### src/rtl/uart_rx_param.sv
// uart_rx_param: oversampling UART receiver with configurable frame format and valid/ready output.
module uart_rx_param #(
  parameter int freq_in     = 100_000_000,
  parameter int uart_freq   = 115_200,
  parameter int oversample  = 16,
  parameter int data_bits   = 8,
  parameter int parity_mode = 0,
  parameter int stop_bits   = 1
) (
  input  logic                 clk,
  input  logic                 rst,
  input  logic                 rx,
  output logic [data_bits-1:0] data_out,
  output logic                 data_valid,
  input  logic                 data_ready,
  output logic                 format_err,
  output logic                 parity_err,
  output logic                 overrun_err,
  output logic                 busy
);
  localparam int DIV = freq_in / (uart_freq * oversample);
  localparam int DW = DIV > 1 ? $clog2(DIV) : 1;
  localparam int OW = $clog2(oversample);
  localparam int BW = $clog2(data_bits);
  localparam logic [DW-1:0] DIV_END = DW'(DIV - 1);
  localparam logic [OW-1:0] T_S0 = OW'(oversample / 2 - 1);
  localparam logic [OW-1:0] T_S1 = OW'(oversample / 2);
  localparam logic [OW-1:0] T_S2 = OW'(oversample / 2 + 1);
  localparam logic [OW-1:0] T_END = OW'(oversample - 1);
  localparam logic [BW-1:0] B_END = BW'(data_bits - 1);
  localparam logic S_END = 1'(stop_bits - 1);
  typedef enum logic [2:0] {S_IDLE, S_START, S_DATA, S_PARITY, S_STOP, S_WAIT} state_t;
  state_t r_state, w_next;
  logic r_s1, r_s2, r_s3, r_m0, r_m1, r_pbit, r_ferr, r_scnt;
  logic [DW-1:0] r_div;
  logic [OW-1:0] r_tcnt;
  logic [BW-1:0] r_bit;
  logic [data_bits-1:0] r_shift;
  logic w_tick, w_start, w_dec, w_bit, w_pexp, w_perr, w_ferr, w_done, w_good, w_load;
  assign w_tick  = r_div == DIV_END;
  assign w_start = (r_state == S_IDLE) & r_s3 & ~r_s2;
  assign w_dec   = w_tick & (r_tcnt == T_S2);
  assign w_bit   = (r_m0 & r_m1) | (r_m0 & r_s2) | (r_m1 & r_s2);
  assign w_pexp  = (^r_shift) ^ (parity_mode == 2);
  assign w_perr  = (parity_mode != 0) && (r_pbit != w_pexp);
  assign w_ferr  = r_ferr | ~w_bit;
  assign w_done  = (r_state == S_STOP) & w_dec & (r_scnt == S_END);
  assign w_good  = w_done & ~w_ferr & ~w_perr;
  assign w_load  = w_good & ~(data_valid & ~data_ready);
  assign busy    = r_state != S_IDLE;
  always_ff @(posedge clk) begin
    if (rst) r_state <= S_IDLE;
    else r_state <= w_next;
  end
  always_comb begin
    w_next = r_state;
    unique case (r_state)
      S_IDLE:   w_next = w_start ? S_START : S_IDLE;
      S_START:  w_next = w_dec ? (w_bit ? S_IDLE : S_DATA) : S_START;
      S_DATA:   w_next = (w_dec && r_bit == B_END) ? (parity_mode != 0 ? S_PARITY : S_STOP) : S_DATA;
      S_PARITY: w_next = w_dec ? S_STOP : S_PARITY;
      S_STOP:   w_next = w_done ? (w_ferr ? S_WAIT : S_IDLE) : S_STOP;
      S_WAIT:   w_next = r_s2 ? S_IDLE : S_WAIT;
      default:  w_next = S_IDLE;
    endcase
  end
  always_ff @(posedge clk) begin
    if (rst) begin
      {r_s1, r_s2, r_s3} <= 3'b111;
      {r_m0, r_m1, r_pbit, r_ferr, r_scnt} <= '0;
      r_div <= '0;
      r_tcnt <= '0;
      r_bit <= '0;
      r_shift <= '0;
      data_out <= '0;
      {data_valid, format_err, parity_err, overrun_err} <= '0;
    end else begin
      {r_s1, r_s2, r_s3} <= {rx, r_s1, r_s2};
      r_div <= (w_start | w_tick) ? '0 : r_div + 1'b1;
      r_tcnt <= w_start ? '0 : w_tick ? (r_tcnt == T_END ? '0 : r_tcnt + 1'b1) : r_tcnt;
      if (w_tick && r_tcnt == T_S0) r_m0 <= r_s2;
      if (w_tick && r_tcnt == T_S1) r_m1 <= r_s2;
      if (w_start) {r_bit, r_scnt, r_ferr} <= '0;
      if (w_dec && r_state == S_DATA) begin
        r_shift <= {w_bit, r_shift[data_bits-1:1]};
        r_bit <= r_bit + 1'b1;
      end
      if (w_dec && r_state == S_PARITY) r_pbit <= w_bit;
      if (w_dec && r_state == S_STOP) begin
        r_scnt <= r_scnt + 1'b1;
        r_ferr <= w_ferr;
      end
      format_err <= w_done & w_ferr;
      parity_err <= w_done & w_perr;
      overrun_err <= w_good & data_valid & ~data_ready;
      data_valid <= w_load | (data_valid & ~data_ready);
      if (w_load) data_out <= r_shift;
    end
  end
endmodule

### config.mk
export PLATFORM = sky130hd
export DESIGN_NAME = uart_rx_param
export DESIGN_NICKNAME = d
export VERILOG_FILES = /design/src/rtl/uart_rx_param.sv
export SDC_FILE = /design/constraint.sdc
export NUM_CORES = 1
export LEC_CHECK = 0
export BUFFER_PORTS_ARGS = -buffer_cell sky130_fd_sc_hd__buf_4
export CAP_MARGIN = 20
export CELL_PAD_IN_SITES_DETAIL_PLACEMENT = 1
export CELL_PAD_IN_SITES_GLOBAL_PLACEMENT = 1
export CORE_MARGIN = 2
export CORE_UTILIZATION = 40
export CTS_BUF_LIST = sky130_fd_sc_hd__clkbuf_16
export DETAILED_ROUTE_END_ITERATION = 8
export GPL_TIMING_DRIVEN = 0
export PLACE_DENSITY = 0.82
export SETUP_SLACK_MARGIN = 0.15
export SLEW_MARGIN = 15
export SYNTH_ARGS = -nofsm -noshare
export SYNTH_HDL_FRONTEND = slang
export SYNTH_SLANG_ARGS = --single-unit
### constraint.sdc
create_clock -name clk -period 1.6 [get_ports clk]
set_input_delay 0.24 -clock clk [delete_from_list [all_inputs] [get_ports clk]]
set_output_delay 0.24 -clock clk [all_outputs]
set_load 0.1 [all_outputs]
* After elaboration in Yosys (flattened, before gate mapping)
Index checks and enable logic that the tools add are counted.
** Word-level totals
- Register bits :: 42
- Output and inout port bits :: 13
- Logic and storage cells :: 82
- Input bits :: 4
** Cells by class
- Reductions and logical operators :: 11
- Equality and inequality tests :: 11
- $add $sub $neg :: 4
- Bitwise operators :: 25
- Multiplexer cells :: 15
** Operators by type and width (number)
- $mux 3 :: 7
- $pmux 3 s6 :: 1
- $and 1x1->1 :: 14
- $eq 4x4->1 const B :: 3
- $eq 3x3->1 const B :: 3
- $add 6x1->6 const B :: 1
- $eq 3x2->1 const B :: 2
- $eq 6x6->1 const B :: 1
- $not 1->1 :: 6
- $logic_and 1x1->1 :: 5
- $or 1x1->1 :: 5
- $add 4x1->4 const B :: 1
- $eq 4x3->1 const B :: 1
- $mux 1 :: 4
- $mux 2 :: 2
- $mux 4 :: 1
- $reduce_bool 2->1 :: 2
- $reduce_or 2->1 :: 2
- $add 3x1->3 const B :: 1
- $eq 3x1->1 const B :: 1
- $logic_not 3->1 :: 1
- $reduce_bool 3->1 :: 1
- $add 1x1->1 const B :: 1

* Depth between registers and ports, before layout
- Depth after elaboration :: 9
- Mapped depth :: 7

* Worst setup path before layout
Ideal clock, no wire load.
- Path type :: register to register
- Start point :: register data_valid
- End point :: register data_out[0]
- Arrival :: 1573 ps
- Library setup time :: 121 ps
- Setup slack :: -94 ps
- Buffers on the path :: 1
- Clock period less this slack :: 1694 ps
- Cell stages (with the launch flop) :: 5
- Cell sequence :: dfxtp_1 > nand2b_1 > nor4b_2 > buf_4 > mux2i_1
** Between the ends
- Word-level cells in the longest chain between the ends :: 3
** RTL lines
- start, declared :: RTL line 14 : output logic data_valid,
- start signal, assigned :: RTL line 96 : data_valid <= w_load | (data_valid & ~data_ready);
- $and 1x1->1 :: RTL line 49 : assign w_load = w_good & ~(data_valid & ~data_ready);
- $not 1->1 :: RTL line 49
- $and 1x1->1 :: RTL line 49
- end signal, assigned :: RTL line 97 : if (w_load) data_out <= r_shift;
- end, declared :: RTL line 13 : output logic [data_bits-1:0] data_out,
Every way passes these cells.
A chain may end at the register's enable or synchronous reset.

* Worst setup path after layout
- Start point :: register r_tcnt[1]
- End point :: register r_bit[2]
** Between the ends
- Word-level cells in the longest chain between the ends :: 4
** RTL lines
- start, declared :: RTL line 36 : logic [OW-1:0] r_tcnt;
- start signal, assigned :: RTL line 80 : r_tcnt <= w_start ? '0 : w_tick ? (r_tcnt == T_END ? '0 : r_tcnt + 1'b1) : r_tcnt;
- $eq 4x4->1 * :: RTL line 42 : assign w_dec = w_tick & (r_tcnt == T_S2);
- $and 1x1->1 * :: RTL line 42
- $logic_and 1x1->1 * :: RTL line 84 : if (w_dec && r_state == S_DATA) begin
- $mux 3 / $reduce_bool 2->1 (equally long branches)
- end signal, assigned :: RTL line 86 : r_bit <= r_bit + 1'b1;
- end, declared :: RTL line 37 : logic [BW-1:0] r_bit;
Every way passes the cells marked *; elsewhere a longest branch is shown, timed or not.

==> flow_summary.ini <==
[outcome]
status = finished, violations left
failed_checks = negative setup slack

[logic_synthesis]
synthTopCellsByArea = dfxtp_1, nand2b_1, mux2i_1, ha_1, nand2_1
async_reset_ff_frac = 0
synth_cell_types = 43
yosysSeqAreaShare = 0.4492
netlist.area_leader.share = 0.4492
synth_flop_cell = dfxtp_1
yosys.area.top_type = dfxtp_1
synth_area_mm2 = 0.001872
ys_ff_latch = 42
synth_xor_xnor_area_share = 0.02340
syn-num-nets = 219
synthMostInstantiatedCell = dfxtp_1
synth_compound_area_frac = 0.08289
synth.avg_cell_area_um2 = 8.999
synth-edff-count = 0
synthTopCellsByCount = dfxtp_1, nand2_1, nand2b_1
synth_top_family_by_area = simple AND/OR/NAND/NOR gates
synth-simple-area-share = 0.2961
syn_inst = 208
synthAdderAreaFrac = 0.05281
yosysWarningCount = 0
synth_mux_area_frac = 0.05348

[worst_setup_path]
crit_end = r_bit[2]
reg2reg_setup_slack_ps = -190
critPathSlowestCell = dfxtp_4
path_cells = inv_4 > ha_4 > and4b_2 > buf_4 > buf_4 > nand4_1 > buf_6 > nand3_1 > a21oi_1
critical_path_class = flop to flop
crit_family = simple AND/OR/NAND/NOR gates
max_stage_delay_ps = 350
critPathArrivalTime_ps = 1940
path_buf_inv = 4
cp-end-kind = flop
rr_worst_depth = 9
cp.depth = 9
setup.worst_path.start = r_tcnt[1]
regToRegEndpoint = r_bit[2]
timing.rr.start = r_tcnt[1]
worst_ep_required_time_ps = 1750
crit_fanout = 5
critical_path.most_common_cell = buf_4
cp-start-kind = flop

[cts]
cts_buffer_depth = 2
cts_sinks = 42
worst_skew_pair.late_latency_ps = 290
path_clk_slew_ps = 60
htree_levels = 2
cts_made_buffers = 5
root_buffer = clkbuf_16
cts_tree = done

[routing]
first_iter_violations = 67
wl_per_cell_um = 19.72
vias = 1668
viasPerCell = 5.487
firstDrtPassIters = 4
postRouteAntennaNets = 0
drc = 0
drt_wl_total_um = 5994

[grt]
grt_pass1_wl_um = 8252
grtUsageTotal = 0.2103
grt_overflow = 0
antenna_found_initial = 0
grt_start_max_net_pins = 13
grt_pass1_vias = 1682

[power]
p_int_mw = 1.845
clkPwrFrac = 0.482
combPwrFrac = 0.066
p_seq_frac = 0.451
p_sw_uw = 511.5
finalPower_mw = 2.356
p_sw_frac = 0.2171
vdd_drop_max_uv = 881.2
powerDensity_mw_per_mm2 = 895.5
power.leakage_nw = 0.9335

[floorplan]
die_w_um = 72.41
die_h_um = 72.41
start_util = 0.4212
die_area_mm2 = 0.005242
core_area_mm2 = 0.004444
num_rows = 24
ios = 17

[timing]
hold-worst-slack_ps = 136.8
worstMarginPinSlew_ps = 541.1
slew_headroom = 0.6392
setup_viol = 24
min_period_ps = 1793
fin_ws_ps = -193.0
rsz0062_at_grt = yes
maxClockFrequency_ghz = 0.5577
finClkSkew_ps = 4.150
period_share = 1.121
drv_slew = 0
finalHoldViolCount = 0

[run]
drv_cap = 0

[placed_design]
post-place-cells = 275
place_hpwl_um = 2791
port_buffers = 15
globalplace.congestion = 0.7589
placed_area_mm2 = 0.002090

[min_path]
hp-class = input port to flop
min_delay_path_depth = 2

[cells_and_area]
fillCellCount = 493
final_area_mm2 = 0.002631
drive_above_1_share = 0.3651
antennaDiodeCount = 0
stdcell_count = 304
area.growth.synth_to_final_pct = 40.57
layout.nets = 263
-- cells in the final DEF, fill, tap and decap left out, types with 3 or more instances in the layout --
| cell type | synthesis | final |
|---|---|---|
| or2_2 | 3 | 3 |
| nor2_1 | 18 | 11 |
| nand3_2 | 1 | 3 |
| buf_6 | 0 | 6 |
| dfxtp_2 | 0 | 3 |
| dfxtp_1 | 42 | 36 |
| dfxtp_4 | 0 | 3 |
| nand3b_1 | 3 | 3 |
| ha_1 | 7 | 4 |
| nand2b_1 | 20 | 20 |
| clkbuf_16 | 0 | 6 |
| nor2_4 | 0 | 7 |
| clkbuf_1 | 5 | 4 |
| buf_4 | 2 | 34 |
| mux2i_1 | 10 | 10 |
| a21oi_1 | 17 | 16 |
| nand3_1 | 10 | 8 |
| xnor2_1 | 3 | 3 |
| nand2_1 | 23 | 23 |
-- per-stage QoR --
step / util / setup WS (ps) / setup TNS, ps
6_report: 0.5921 / -193.0 / -2849
5_1_grt: 0.5921 / -267.0 / -4896
4_1_cts: 0.5448 / -127.2 / -1130
3_5_place_dp: 0.4702 / -125.8 / -1224
3_3_place_gp: 0.4702 / -108.7 / -1033
2_1_floorplan: - / 57.04 / 0
-- sequential cells by signal (all words and copies together), names as in the netlist --
| signal | cells |
|---|---|
| r_tcnt | 4 |
| r_ferr | 1 |
| r_scnt | 1 |
| r_s2 | 1 |
| data_valid | 1 |
| r_shift | 8 |
| r_s3 | 1 |
| r_bit | 3 |
| format_err | 1 |
| data_out | 8 |
| r_m1 | 1 |
| r_m0 | 1 |
| r_state | 3 |
| r_div | 6 |
| overrun_err | 1 |
| r_s1 | 1 |
-- logic make-up (layout without fill, tap and decap cells) --
family | after synthesis | in the layout
AND/OR/NAND/NOR | 100 | 100
flip-flops | 42 | 42
other | 1 | 1
buffers and inverters | 16 | 60
AO/OA/AOI/OAI | 26 | 26
XOR/XNOR | 5 | 5
adder cells (fa/ha/maj) | 8 | 8
multiplexers | 10 | 10
-- routing by layer --
metal,track usage,wire (um),part of all wire
met3,0.05278,145,0.024
met4,0.1008,231,0.039
met5,0,0,0
met1,0.2584,2661,0.44
met2,0.3445,2955,0.49
-- how the worst min path moves through the flow --
stage / from / end / slack [ps]
5_1_grt: rx / r_s1 / 130
2_1_floorplan: rx / r_s1 / 340
3_5_place_dp: r_s1 / r_s2 / 390
4_1_cts: rx / r_s1 / 130
6_report: rx / r_s1 / 140
3_3_place_gp: r_s1 / r_s2 / 390
-- layout make-up --
class,instances,area (um^2),share of cell area
sequential,42,855.8,0.3253
buffer,13,108.9,0.04137
multi-input combinational,150,1110,0.4218
clock buffer,5,125.1,0.04755
timing repair buffer,37,319.1,0.1213
inverter,3,13.76,0.005231
tap,52,65.06,0.02473
clock inverter,2,33.78,0.01284
-- what timing repair did --
item                       CTS  global route
hold endpoints to repair     0             0
setup endpoints to repair   36            38
resized for setup           21            32
pin swaps                    7            11
buffers inserted            13             7
cloned                       0             2
hold buffers                 0             0
-- power groups by stage --
stage               registers (mW)  clock network, mW  logic, mW
floorplan                     1.09                  0     0.0799
global placement              1.09                  0      0.103
detailed placement            1.09                  0      0.107
CTS                           1.06               1.13      0.127
global route                  1.07               1.19      0.166
finish                        1.06               1.14      0.156
Power figures use the tool's default switching activity.
